### config.mk
export PLATFORM = sky130hd
export DESIGN_NAME = dispense_ctrl
export DESIGN_NICKNAME = d
export VERILOG_FILES = /design/src/rtl/dispense_ctrl.sv
export SDC_FILE = /design/constraint.sdc
export NUM_CORES = 1
export LEC_CHECK = 0
export CELL_PAD_IN_SITES_DETAIL_PLACEMENT = 0
export CELL_PAD_IN_SITES_GLOBAL_PLACEMENT = 1
export CORE_ASPECT_RATIO = 1.1
export CORE_UTILIZATION = 49
export CTS_CLUSTER_SIZE = 28
export DETAILED_ROUTE_END_ITERATION = 8
export GPL_ROUTABILITY_DRIVEN = 0
export PLACE_DENSITY_LB_ADDON = 0.1
export SYNTH_ARGS = -nofsm -noshare
export SYNTH_HDL_FRONTEND = slang
export SYNTH_SLANG_ARGS = --single-unit
export TNS_END_PERCENT = 1
### constraint.sdc
create_clock -name clk -period 3.9 [get_ports clk]
set_input_delay 0.78 -clock clk [delete_from_list [all_inputs] [get_ports clk]]
set_output_delay 0.78 -clock clk [all_outputs]
set_load 0.005 [all_outputs]
### src/rtl/dispense_ctrl.sv
// dispense_ctrl
// Actuator stage behind the vending transaction FSM. Each non-zero
// {drink_in, refund_in} result is queued in a small FIFO. Queued entries are
// then played out one at a time: the drink motor runs for a fixed time, and
// then the refund coins are ejected one pulse at a time.
//
// Ports
//   clk         rising-edge clock
//   rst         synchronous active-high reset
//   drink_in    drink code from the FSM (00 none, 01 water, 10 coke, 11 coffee)
//   refund_in   coins to return, 0..3
//   motor_en    dispense motor drive
//   motor_sel   drink code being dispensed, 00 when the motor is off
//   coin_eject  coin ejector solenoid
//   busy        FIFO non-empty or state not IDLE
//   fifo_count  number of queued entries
//   overflow    sticky, set when a request is dropped on a full FIFO
//   cur_state   00 IDLE, 01 DISPENSE, 10 EJECT_HI, 11 EJECT_LO
//
// state    | meaning
// IDLE     | waiting; pops the FIFO head when one is queued
// DISPENSE | motor on for MOTOR_CYCLES cycles
// EJECT_HI | ejector on for EJECT_HIGH cycles, one coin
// EJECT_LO | gap of EJECT_GAP cycles after each coin
module dispense_ctrl #(
  parameter int DEPTH        = 4,
  parameter int MOTOR_CYCLES = 8,
  parameter int EJECT_HIGH   = 2,
  parameter int EJECT_GAP    = 2
) (
  input  logic                       clk,
  input  logic                       rst,
  input  logic [1:0]                 drink_in,
  input  logic [1:0]                 refund_in,
  output logic                       motor_en,
  output logic [1:0]                 motor_sel,
  output logic                       coin_eject,
  output logic                       busy,
  output logic [$clog2(DEPTH):0]     fifo_count,
  output logic                       overflow,
  output logic [1:0]                 cur_state
);

  localparam int AW = $clog2(DEPTH);
  localparam int CW = AW + 1;
  localparam logic [CW-1:0] FULL = CW'(DEPTH);

  localparam logic [1:0] S_IDLE     = 2'b00;
  localparam logic [1:0] S_DISPENSE = 2'b01;
  localparam logic [1:0] S_EJECT_HI = 2'b10;
  localparam logic [1:0] S_EJECT_LO = 2'b11;

  localparam logic [7:0] LD_MOTOR = 8'(MOTOR_CYCLES);
  localparam logic [7:0] LD_HIGH  = 8'(EJECT_HIGH);
  localparam logic [7:0] LD_GAP   = 8'(EJECT_GAP);

  logic [3:0]    fifo_mem [DEPTH];
  logic [AW-1:0] wr_ptr, rd_ptr;
  logic [CW-1:0] count, count_n;

  logic [1:0] state, state_n;
  logic [7:0] cnt, cnt_n;
  logic [1:0] drink_r, drink_n;
  logic [1:0] refund_r, refund_n;
  logic       overflow_r;

  logic       req, pop, push;
  logic [3:0] head;

  assign req  = (drink_in != 2'b00) || (refund_in != 2'b00);
  // Pop is based on the registered count, so a request is never consumed in
  // the same cycle it is written; this gives the one-cycle actuation latency.
  assign pop  = (state == S_IDLE) && (count != '0);
  assign push = req && ((count != FULL) || pop);
  assign head = fifo_mem[rd_ptr];

  always_comb begin
    count_n = count;
    if (push && !pop)
      count_n = count + CW'(1);
    else if (!push && pop)
      count_n = count - CW'(1);
  end

  always_comb begin
    state_n  = state;
    cnt_n    = cnt;
    drink_n  = drink_r;
    refund_n = refund_r;
    case (state)
      S_IDLE: begin
        if (pop) begin
          drink_n  = head[3:2];
          refund_n = head[1:0];
          if (head[3:2] != 2'b00) begin
            state_n = S_DISPENSE;
            cnt_n   = LD_MOTOR;
          end else begin
            state_n = S_EJECT_HI;
            cnt_n   = LD_HIGH;
          end
        end
      end
      S_DISPENSE: begin
        if (cnt == 8'd1) begin
          drink_n = 2'b00;
          if (refund_r != 2'b00) begin
            state_n = S_EJECT_HI;
            cnt_n   = LD_HIGH;
          end else begin
            state_n = S_IDLE;
            cnt_n   = 8'd0;
          end
        end else begin
          cnt_n = cnt - 8'd1;
        end
      end
      S_EJECT_HI: begin
        if (cnt == 8'd1) begin
          refund_n = refund_r - 2'd1;
          state_n  = S_EJECT_LO;
          cnt_n    = LD_GAP;
        end else begin
          cnt_n = cnt - 8'd1;
        end
      end
      S_EJECT_LO: begin
        if (cnt == 8'd1) begin
          if (refund_r != 2'b00) begin
            state_n = S_EJECT_HI;
            cnt_n   = LD_HIGH;
          end else begin
            state_n = S_IDLE;
            cnt_n   = 8'd0;
          end
        end else begin
          cnt_n = cnt - 8'd1;
        end
      end
      default: begin
        state_n = S_IDLE;
        cnt_n   = 8'd0;
      end
    endcase
  end

  // Storage needs no reset: only entries between rd_ptr and wr_ptr are read.
  always_ff @(posedge clk) begin
    if (!rst && push)
      fifo_mem[wr_ptr] <= {drink_in, refund_in};
  end

  always_ff @(posedge clk) begin
    if (rst) begin
      wr_ptr     <= '0;
      rd_ptr     <= '0;
      count      <= '0;
      state      <= S_IDLE;
      cnt        <= 8'd0;
      drink_r    <= 2'b00;
      refund_r   <= 2'b00;
      overflow_r <= 1'b0;
      motor_en   <= 1'b0;
      motor_sel  <= 2'b00;
      coin_eject <= 1'b0;
      busy       <= 1'b0;
    end else begin
      if (push)
        wr_ptr <= wr_ptr + AW'(1);
      if (pop)
        rd_ptr <= rd_ptr + AW'(1);
      if (req && !push)
        overflow_r <= 1'b1;
      count    <= count_n;
      state    <= state_n;
      cnt      <= cnt_n;
      drink_r  <= drink_n;
      refund_r <= refund_n;
      // Decoded from the next state so actuators switch with cur_state.
      motor_en   <= (state_n == S_DISPENSE);
      motor_sel  <= (state_n == S_DISPENSE) ? drink_n : 2'b00;
      coin_eject <= (state_n == S_EJECT_HI);
      busy       <= (state_n != S_IDLE) || (count_n != '0);
    end
  end

  assign fifo_count = count;
  assign overflow   = overflow_r;
  assign cur_state  = state;

endmodule
# Word level (Yosys, flattened, before mapping)
# Memory sizes are Yosys's and may differ from the RTL's. A register that Yosys moved wholly into a read port is not among the register bits.
# Cells that the tools add are included.
[op_classes]
magnitude_cmp = 0
addsub = 6
bitwise_logic = 1
n_mul = 0
n_reduce_logical = 24
n_div = 0
shifts = 0
eq_ne = 9
n_mux = 24
[ops]
columns = ["cell", "count"]
rows = [
  ["$mux W2", 12],
  ["$mux W8", 3],
  ["$pmux W8 S3", 1],
  ["$reduce_bool A2 Y1", 6],
  ["$eq A8 B1 Y1 const B", 1],
  ["$pmux W2 S2", 2],
  ["$sub A8 B1 Y8 const B", 1],
  ["$eq A2 B2 Y1 const B", 3],
  ["$logic_and A1 B1 Y1", 6],
  ["$mux W3", 2],
  ["$pmux W2 S3", 1],
  ["$reduce_bool A3 Y1", 2],
  ["$add A2 B1 Y2 const B", 2],
  ["$eq A2 B1 Y1 const B", 2],
  ["$mux W4", 1],
  ["$ne A2 B2 Y1 const B", 2],
  ["$reduce_or A2 Y1", 2],
  ["$add A3 B1 Y3 const B", 1],
  ["$logic_not A1 Y1", 3],
  ["$logic_or A1 B1 Y1", 3],
  ["$ne A3 B3 Y1 const B", 1],
  ["$reduce_and A3 Y1", 1],
  ["$sub A3 B1 Y3 const B", 1],
  ["$logic_not A2 Y1", 1],
  ["other kinds (3)", 4],
]
[word_totals]
reg_bits = 27
inputBits = 6
rom_bits = 0
word_cells = 77
memories = 1
latchBits = 0
ram_bits = 16
[memory_table]
columns = ["name", "depth", "width", "read_ports", "rd_clocked_by_memory_dff", "write_ports", "line_no", "source"]
rows = [
  ["fifo_mem", 4, 4, 1, 1, 1, "57", "logic [3:0] fifo_mem [DEPTH];"],
]

# Depth between registers and ports, before layout
# Gate-level depths: netlist of run 1.
[logic_depth]
ltp_word = 10
ltp_mapped = 7
mapped_depth_nobuf = 7

# Worst setup path before layout of run 1
# OpenSTA, ideal clock, no wires.
[synth_path]
path_kind = "input port to flip-flop"
from = "input port drink_in[1]"
to = "memory fifo_mem[0][0] (enable)"
t_arrival_ns = 1.916
n_path_buf = 1
path_stages = 5
t_required_ns = 3.643
slack_ns = 1.727
path_cell_list = "or4_1 -> clkbuf_1 -> o21ai_0 -> nor2_1 -> and2_1"
[synth_between]
elab_chain_cells = 6
[synth_rtl]
columns = ["item", "line_no", "source"]
rows = [
  ["from (decl)", "33", "input logic [1:0] drink_in,"],
  ["$reduce_bool A2 Y1", "70", "assign req = (drink_in != 2'b00) || (refund_in != 2'b00);"],
  ["$logic_or A1 B1 Y1", "70", ""],
  ["$logic_and A1 B1 Y1", "74", "assign push = req && ((count != FULL) || pop);"],
  ["$logic_and A1 B1 Y1", "149", "if (!rst && push)"],
  ["$mux W1", "149", ""],
  ["$mux W1 (not written as such)", "150", "fifo_mem[wr_ptr] <= {drink_in, refund_in};"],
  ["to (decl)", "57", ""],
]
# No other way between the ends.

# Worst setup path in the final report of run 1
[layout_path]
from = "input port drink_in[1]"
to = "register busy"
[layout_between]
elab_chain_cells = 9
elab_cells_between_ends = 10
classes_between = "mux (2); reduce/logical (8)"
[layout_rtl]
columns = ["item", "line_no", "source"]
rows = [
  ["$reduce_bool A2 Y1 *", "70", ""],
  ["$logic_or A1 B1 Y1 *", "70", ""],
  ["$logic_and A1 B1 Y1 *", "74", ""],
  ["$logic_not A1 Y1", "81", "else if (!push && pop)"],
  ["$logic_and A1 B1 Y1", "81", ""],
  ["$mux W3", "81", ""],
  ["$mux W3 *", "79", "if (push && !pop)"],
  ["$reduce_bool A3 Y1 *", "183", "busy <= (state_n != S_IDLE) || (count_n != '0);"],
  ["$logic_or A1 B1 Y1 *", "183", ""],
  ["to (signal assigned)", "183", ""],
  ["to (decl)", "38", "output logic busy,"],
]
# Mark *: on every way between the ends. The rest lies on a longest branch, timed or not.
# A chain may end at the register's enable or synchronous reset.

==> flow_summary_export.csv, run 1 <==
group,metric,value,unit
grt,grt_overflow,0,
grt,grt_pass1_vias,1555,
timing,layout_min_cycle_time,2.631,ns
die,ioPinCount,17,
die,row_count,25,
synth,ys_seq_area_share,48.43,%
synth,synth-edff-count,16,
cts,cts.sinks,45,
critical_path,crit_required,4.06,ns
die,die_area,4743,um2
timing,skew,0.007150,ns
synth,synthCells,212,
critical_path,critical_path.max_fanout,9,
power_and_ir_drop,power_density,792.5,nW/um2
critical_path,critPathKind,"primary input to register",
synth,ys.flop_type,"dfxtp_1",
layout,antenna_cells,0,
timing,fin_tns_setup,0,ns
detailed_routing,drc,2,
synth,synth_nets,228,
timing,clock.fmax,380.0,MHz
layout,drive_gt1_share,8.297,%
die,die_w,65.76,um
timing,rsz0062_at_grt,"no",
cts,cts_buffer_depth,2,
timing,hold_viol,0,
die,die_y,72.13,um
timing,setup_violations,0,
cts,cts_made_buffers,5,
grt,antenna_found_initial,0,
power_and_ir_drop,power.leakage,0.9052,nW
timing,tightest_slew,0.7733,ns
job,max_cap_viol_count,0,
layout,fin_util,57.61,%
timing,slew_headroom,48.02,%
critical_path,critical_path_arrival,2.79,ns
synth,synth.most_common_cell,"nor2_1",
detailed_routing,wirelength,4140,um
synth,synthTopCellsByArea,"dfxtp_1 26%, edfxtp_1 22%, ha_1 5.7%",
critical_path,start_kind,"primary input",
detailed_routing,dr.pass1.iters,6,
synth,synth_area_per_cell,10.33,um2
synth,synth_area,2191,um2
detailed_routing,via_per_inst,5.795,
cts,root_buffer,"clkbuf_8",
synth,synth_cell_types,51,
detailed_routing,wl_per_cell,14.63,um
place,dp_hpwl,3054,um
synth,netlist_top_cells_count,"32 x nor2_1, 29 x dfxtp_1, 16 x edfxtp_1, 16 x nand2_1, 15 x a21oi_1",
timing,min_period_over_period,67.47,%
power_and_ir_drop,vdd_drop_max,0.0003081,V
outcome,status,"finished, violations left",
die,initial_core_util,51.12,%
grt,grt_pass1_wl,6927,um
synth,yosysWarnings,0,
cts,ctsHoldBuffers,0,
grt,grt_max_degree,30,
layout,areaGrowthSynthToFinish,12.68,%
grt,grtUsageTotal,19.41,%
critical_path,endpoint_kind,"register",
synth,yosysTopAreaCellShare,26.50,%
outcome,violations,"design-rule violations",
cts,cts_setup_buffers,0,
die,coreArea,4285,um2
detailed_routing,postRouteAntennaNets,0,
cts,clkLatencyLatePin,0.30,ns
detailed_routing,num_vias,1640,
timing,slew_viol_final,0,
cts,cts_resized,0,
hold_path,min_path_type,"register to register",
cts,cts_tree,"done",
cts,cts-htree-levels,2,
synth,ys_seq_elements,45,
place,io_buffers,16,
synth,yosys.area.top_type,"dfxtp_1",
layout,nets,244,
synth,synthArstFlopShare,0,%
cts,clkSlewWorstSetupHoldPaths,0.09,ns
detailed_routing,detail_route.iter0.violations,91,
sequential cells by signal, indices dropped and copies added (netlist names), named ones only:
signal      count
fifo_mem       16
cnt             8
fifo_count      3
cur_state       2
drink_r         2
motor_sel       2
rd_ptr          2
refund_r        2
wr_ptr          2
busy            1
coin_eject      1
motor_en        1
overflow        1
worst paths after layout:
| check | slack [ns] | cells past startpoint | from | endpoint |
|---|---|---|---|---|
| worst max-delay path | 1.27 | 6 | drink_in[1] | busy |
| worst min-delay path | 0.47 | 2 | refund_r[1] | refund_r[1] |
| worst max register to register | 1.67 | 4 | cur_state[0] | fifo_mem[2][3] |
| worst min register to register | 0.47 | 2 | refund_r[1] | refund_r[1] |
area by class of cell:
class / count / area (um2)
clock inverters: 2 / 15.01
repair buffers: 17 / 167.7
multi-input cells: 150 / 1051
fillers: 357 / 1817
clock buffers: 6 / 72.57
flip-flops and latches: 45 / 1061
well taps: 54 / 67.56
inverters: 9 / 33.78
layer usage:
| layer | global-route usage [%] | up-vias | part of all wire, % |
|---|---|---|---|
| met5 | 0 | - | 0 |
| met4 | 8.937 | 0 | 1.3 |
| met3 | 4.717 | 4 | 2.5 |
| met2 | 32.54 | 25 | 51 |
| met1 | 23.29 | 802 | 45 |
| li1 | - | 809 | - |
power by group:
| part | leakage (nW) | switching [mW] | internal, mW |
|---|---|---|---|
| Combinational | 0.483 | 0.524 | 0.419 |
| Clock | 0.0374 | 0.158 | 0.126 |
| Sequential | 0.385 | 0.121 | 0.609 |
| Total | 0.905 | 0.802 | 1.15 |
per-stage QoR:
step,instances,instance area (um2),hold slack (ns),total power [mW],setup WS (ns)
2_1_floorplan,212,2191,0.4302,1.444,1.727
3_3_place_gp,275,2381,0.4451,1.665,1.080
3_5_place_dp,275,2381,0.4545,1.683,0.9768
4_1_cts,283,2469,0.4663,1.970,1.291
5_1_grt,283,2469,0.5045,2.123,1.085
6_report,283,2469,0.4655,1.956,1.269
worst max-delay path, cell delays in order:
cell and delay [ns]:
clkdlybuf4s50_1 0.50, nor4_2 0.74, nand3_1 0.14, and3_1 0.21, a311oi_1 0.27, a41oi_1 0.15
cell families after synthesis:
family | synth area share [%]
xor+xnor | 1.599
buf+inv | 3.598
compound gates | 12.91
flops | 48.43
mux | 6.282
simple gates | 21.47
fa+ha+maj | 5.711
layout by cell type, fill, tap and decap left out, types with 2 or more instances in the layout:
master | synthesis | routed
nor3_1 | 9 | 9
and2_1 | 5 | 5
edfxtp_1 | 16 | 16
nand2_1 | 16 | 16
clkdlybuf4s50_1 | 0 | 16
or3_1 | 2 | 2
nand3_1 | 4 | 4
xnor2_1 | 3 | 3
a211oi_1 | 2 | 2
a211o_1 | 2 | 2
clkbuf_8 | 0 | 5
ha_1 | 10 | 10
a21oi_1 | 15 | 15
mux4_1 | 4 | 4
nand2b_1 | 2 | 2
and3_1 | 3 | 3
inv_1 | 9 | 9
nor2_1 | 32 | 32
o21ai_0 | 4 | 4
a31oi_1 | 2 | 2
clkinvlp_4 | 0 | 2
dfxtp_1 | 29 | 29
a311oi_1 | 4 | 4
nor4_1 | 3 | 3
Power figures use the tool's default switching activity.
==> run 2: changes to the inputs <==
CORE_UTILIZATION = 45   (was 49)
clock period = 2.7 ns   (was 3.9 ns; I/O delays follow)
==> flow_summary_export.csv, run 2 (same netlist as run 1, synthesis figures left out) <==
group,metric,value,unit
cts,cts-htree-levels,2,
timing,layout_min_cycle_time,2.282,ns
timing,slew_viol_final,0,
place,preCtsSetupSlack,0.1115,ns
die,initial_core_util,47.10,%
cts,cts_setup_buffers,0,
grt,antenna_found_initial,0,
layout,final_cell_mix,"32 x nor2_1, 29 x dfxtp_1, 16 x nand2_1, 16 x edfxtp_1, 16 x clkdlybuf4s50_1",
critical_path,crit_start,"drink_in[0]",
critical_path,crit_slowest_cell,"or4_1",
power_and_ir_drop,finalPower,2.855,mW
critical_path,critical_path_arrival,2.45,ns
cts,cts_tree,"done",
detailed_routing,dr.pass1.iters,4,
layout,regMostFlops,"fifo_mem",
outcome,status,"complete, no violations",
timing,setup_violations,0,
timing,slew_headroom,53.32,%
detailed_routing,num_vias,1657,
layout,drive_gt1_share,9.871,%
critical_path,endpoint,"busy",
cts,cts_resized,0,
critical_path,endpoint_kind,"register",
timing,fin_ws,0.4182,ns
cts,cts.sinks,45,
die,die_y,75.18,um
layout,areaGrowthSynthToFinish,14.16,%
detailed_routing,detail_route.iter0.violations,87,
detailed_routing,via_per_inst,5.734,
cts,ctsHoldBuffers,0,
layout,fill_cells,414,
layout,antenna_cells,0,
critical_path,critical_path.max_fanout,6,
power_and_ir_drop,vdd_drop_max,0.0004254,V
grt,grt_max_degree,29,
timing,rsz0062_at_grt,"no",
die,die_area,5152,um2
die,ioPinCount,17,
cts,cts_made_buffers,5,
timing,min_period_over_period,84.51,%
detailed_routing,wl_per_cell,15.04,um
grt,grtUsageTotal,19.80,%
timing,clock.fmax,438.2,MHz
detailed_routing,wirelength,4348,um
power_and_ir_drop,power_density,1141,nW/um2
critical_path,path_buf_inv,1,
critical_path,start_kind,"primary input",
die,row_count,26,
place,dp_hpwl,3259,um
critical_path,cpPeakStageDelay,0.67,ns
cts,clkLatencyLatePin,0.30,ns
detailed_routing,drc,0,
critical_path,critical_path.cell_chain,"clkdlybuf4s50_1 > or4_1 > nand3_1 > a21oi_1 > a311oi_1 > a41oi_1",
die,coreArea,4652,um2
cts,cts_buffer_depth,2,
hold_path,min_path_type,"register to register",
power_and_ir_drop,power.leakage,0.9252,nW
critical_path,crit_family,"simple AND/OR/NAND/NOR gates",
timing,fin_tns_setup,0,ns
place,io_buffers,16,
grt,grt_overflow,0,
layout,largest_register_ffs,16,
critical_path,reg2regPathDepth,6,
critical_path,reg2reg_to,"cnt[2]",
critical_path,critPathKind,"primary input to register",
job,max_cap_viol_count,0,
layout,mostFrequentLayoutCell,"nor2_1",
layout,nets,248,
grt,grt_pass1_vias,1539,
timing,skew,0.002696,ns
detailed_routing,postRouteAntennaNets,0,
cts,clkSlewWorstSetupHoldPaths,0.08,ns
critical_path,crit_required,2.86,ns
cts,root_buffer,"clkbuf_8",
die,die_w,68.53,um
grt,grt_pass1_wl,7362,um
critical_path,rrSetupSlack,0.54,ns
timing,tightest_slew,0.6930,ns
critical_path,cp_num_cells,6,
timing,hold_viol,0,
critical_path,r2r-start,"cnt[0]",
## run 2: area by class of cell
cell class	count	area (um2)	share of cell area [%]
Sequential cell	45	1061	42.42
Tap cell	56	70.07	2.801
Clock buffer	6	72.57	2.901
Timing Repair Buffer	21	197.7	7.904
Inverter	9	33.78	1.351
Clock inverter	2	15.01	0.6003
Multi-Input combinational cell	150	1051	42.02
## run 2: per-layer routing
metal	routed length, um	vias to the layer above	part of all wire (%)	track usage, %
met2	2161	40	50	32.57
met1	1969	794	45	24.78
met3	159	5	3.7	5.455
met4	57	0	1.3	6.944
li1	-	818	-	-
met5	0	-	0	0
## run 2: worst min-delay path by stage
stage,startpoint,cells past startpoint,slack (ns),endpoint
floorplan,refund_r[1],2,0.43,refund_r[1]
global placement,refund_r[1],2,0.44,refund_r[1]
detailed placement,refund_r[1],2,0.45,refund_r[1]
CTS,refund_r[1],2,0.47,refund_r[1]
global route,refund_r[1],2,0.49,refund_r[1]
finish,refund_r[1],2,0.46,refund_r[1]
## run 2: per-stage QoR
step | cells | utilization, % | hold slack [ns] | area [um2]
2_1_floorplan | 212 | - | 0.4302 | 2191
3_3_place_gp | 281 | 51.88 | 0.4389 | 2414
3_5_place_dp | 281 | 51.88 | 0.4545 | 2414
4_1_cts | 289 | 53.77 | 0.4678 | 2501
5_1_grt | 289 | 53.77 | 0.4942 | 2501
6_report | 289 | 53.77 | 0.4644 | 2501
## run 2: worst min-delay path: stages (launching register included)
cell,delay (ns)
dfxtp_1,0.30
inv_1,0.06
a21oi_1,0.06
## run 2: power by group
part	internal, mW	switching, mW
sequential	0.879	0.179
combinational	0.621	0.766
clock	0.182	0.227
total	1.68	1.17
==> run 3: changes to the inputs <==
clock period = 2.3 ns   (was 2.7 ns; I/O delays follow)
==> flow_summary_export.csv, run 3 (same netlist as run 1, synthesis figures left out) <==
group,metric,value,unit
place,dp_hpwl,3352,um
layout,areaGrowthSynthToFinish,17.19,%
critical_path,reg2regPathDepth,7,
timing,rsz0062_at_grt,"no",
critical_path,reg2reg_to,"motor_sel[0]",
detailed_routing,via_per_inst,5.616,
place,io_buffers,16,
grt,antenna_found_initial,0,
critical_path,rrSetupSlack,0.24,ns
power_and_ir_drop,power.leakage,0.9703,nW
die,initial_core_util,47.10,%
layout,mostFrequentLayoutCell,"nor2_1",
critical_path,start_kind,"primary input",
timing,holdWs,0.4642,ns
critical_path,cpPeakStageDelay,0.63,ns
layout,largest_register_ffs,16,
detailed_routing,dr.pass1.iters,4,
cts,cts_buffer_depth,2,
job,max_cap_viol_count,0,
critical_path,crit_required,2.46,ns
timing,setup_violations,0,
layout,final_cell_mix,"32 x nor2_1, 29 x dfxtp_1, 16 x nand2_1, 16 x edfxtp_1, 16 x clkdlybuf4s50_1",
critical_path,crit_family,"simple AND/OR/NAND/NOR gates",
layout,regMostFlops,"fifo_mem",
critical_path,cp_num_cells,6,
cts,ctsHoldBuffers,0,
layout,antenna_cells,0,
cts,cts_tree,"done",
critical_path,path_buf_inv,1,
layout,drive_gt1_share,13.28,%
timing,clock.fmax,472.9,MHz
grt,grt_pass1_vias,1537,
timing,layout_min_cycle_time,2.115,ns
cts,clkSlewWorstSetupHoldPaths,0.09,ns
die,row_count,26,
timing,skew,0.009229,ns
cts,cts-htree-levels,2,
die,coreArea,4652,um2
layout,stdcell_count,297,
critical_path,endpoint_kind,"register",
detailed_routing,wirelength,4431,um
timing,slew_headroom,62.25,%
timing,min_period_over_period,91.95,%
detailed_routing,drc,0,
cts,cts.sinks,45,
cts,root_buffer,"clkbuf_8",
power_and_ir_drop,vdd_drop_max,0.0004668,V
die,ioPinCount,17,
cts,clkLatencyLatePin,0.30,ns
critical_path,r2r-start,"fifo_count[1]",
critical_path,critical_path.cell_chain,"clkdlybuf4s50_1 > or4_1 > nand3_1 > a21oi_1 > a311oi_1 > a41oi_1",
critical_path,crit_start,"drink_in[1]",
place,dp.cells,289,
timing,tightest_slew,0.5662,ns
detailed_routing,wl_per_cell,14.92,um
cts,cts_resized,0,
cts,cts_made_buffers,5,
power_and_ir_drop,finalPower,3.455,mW
detailed_routing,num_vias,1668,
critical_path,endpoint,"busy",
detailed_routing,detail_route.iter0.violations,128,
timing,slew_viol_final,0,
critical_path,critPathKind,"primary input to register",
detailed_routing,postRouteAntennaNets,0,
cts,cts_setup_buffers,0,
die,die_y,75.18,um
power_and_ir_drop,power_density,1346,nW/um2
critical_path,critical_path.max_fanout,6,
grt,grt_pass1_wl,7307,um
critical_path,crit_slowest_cell,"or4_1",
critical_path,critical_path_arrival,2.28,ns
die,die_w,68.53,um
outcome,status,"complete, no violations",
die,die_area,5152,um2
timing,hold_viol,0,
layout,nets,256,
grt,grtUsageTotal,19.27,%
grt,grt_overflow,0,
grt,grt_max_degree,17,
hold_path,min_path_type,"register to register",
run 3: worst min path at each step:
stage | from | endpoint | slack [ns] | cells past startpoint
2_1_floorplan | refund_r[1] | refund_r[1] | 0.43 | 2
3_3_place_gp | refund_r[1] | refund_r[1] | 0.44 | 2
3_5_place_dp | refund_r[1] | refund_r[1] | 0.45 | 2
4_1_cts | refund_r[1] | refund_r[1] | 0.46 | 2
5_1_grt | refund_r[1] | refund_r[1] | 0.48 | 2
6_report | refund_r[1] | refund_r[1] | 0.46 | 2
run 3: through the flow:
step	TNS [ns]	instance area, um2	utilization (%)	worst slack, ns
2_1_floorplan	0	2191	-	0.4467
3_3_place_gp	-0.07727	2474	53.17	-0.07727
3_5_place_dp	-0.7055	2474	53.17	-0.1286
4_1_cts	0	2567	55.19	0.1972
5_1_grt	0	2567	55.19	0.06189
6_report	0	2567	55.19	0.1852
run 3: worst min-delay path, delay by kind of cell, from the launching register on:
family / cells / cell delay (ns)
DFF: 1 / 0.31
buffers and inverters: 1 / 0.06
AOI/OAI and AO/OA: 1 / 0.06
run 3: power by group:
group          switching (mW)  leakage, nW  internal [mW]  total (mW)
sequential              0.210        0.385           1.03        1.24
clock                   0.294       0.0447          0.220       0.513
combinational           0.927        0.541          0.774        1.70
total                    1.43        0.970           2.03        3.46
run 3: metal layers:
| metal | part of all wire [%] | GRT usage, % |
|---|---|---|
| met5 | 0 | 0 |
| met4 | 1.2 | 5.787 |
| met3 | 3.1 | 4.697 |
| met2 | 52 | 32.57 |
| met1 | 44 | 24.12 |
run 3: layout make-up:
type / instances / area, um2
Fill cell: 411 / 2085
Multi-Input combinational cell: 150 / 1051
Inverter: 9 / 33.78
Sequential cell: 45 / 1061
Tap cell: 56 / 70.07
Clock inverter: 3 / 25.02
Clock buffer: 5 / 68.82
Timing Repair Buffer: 29 / 257.7
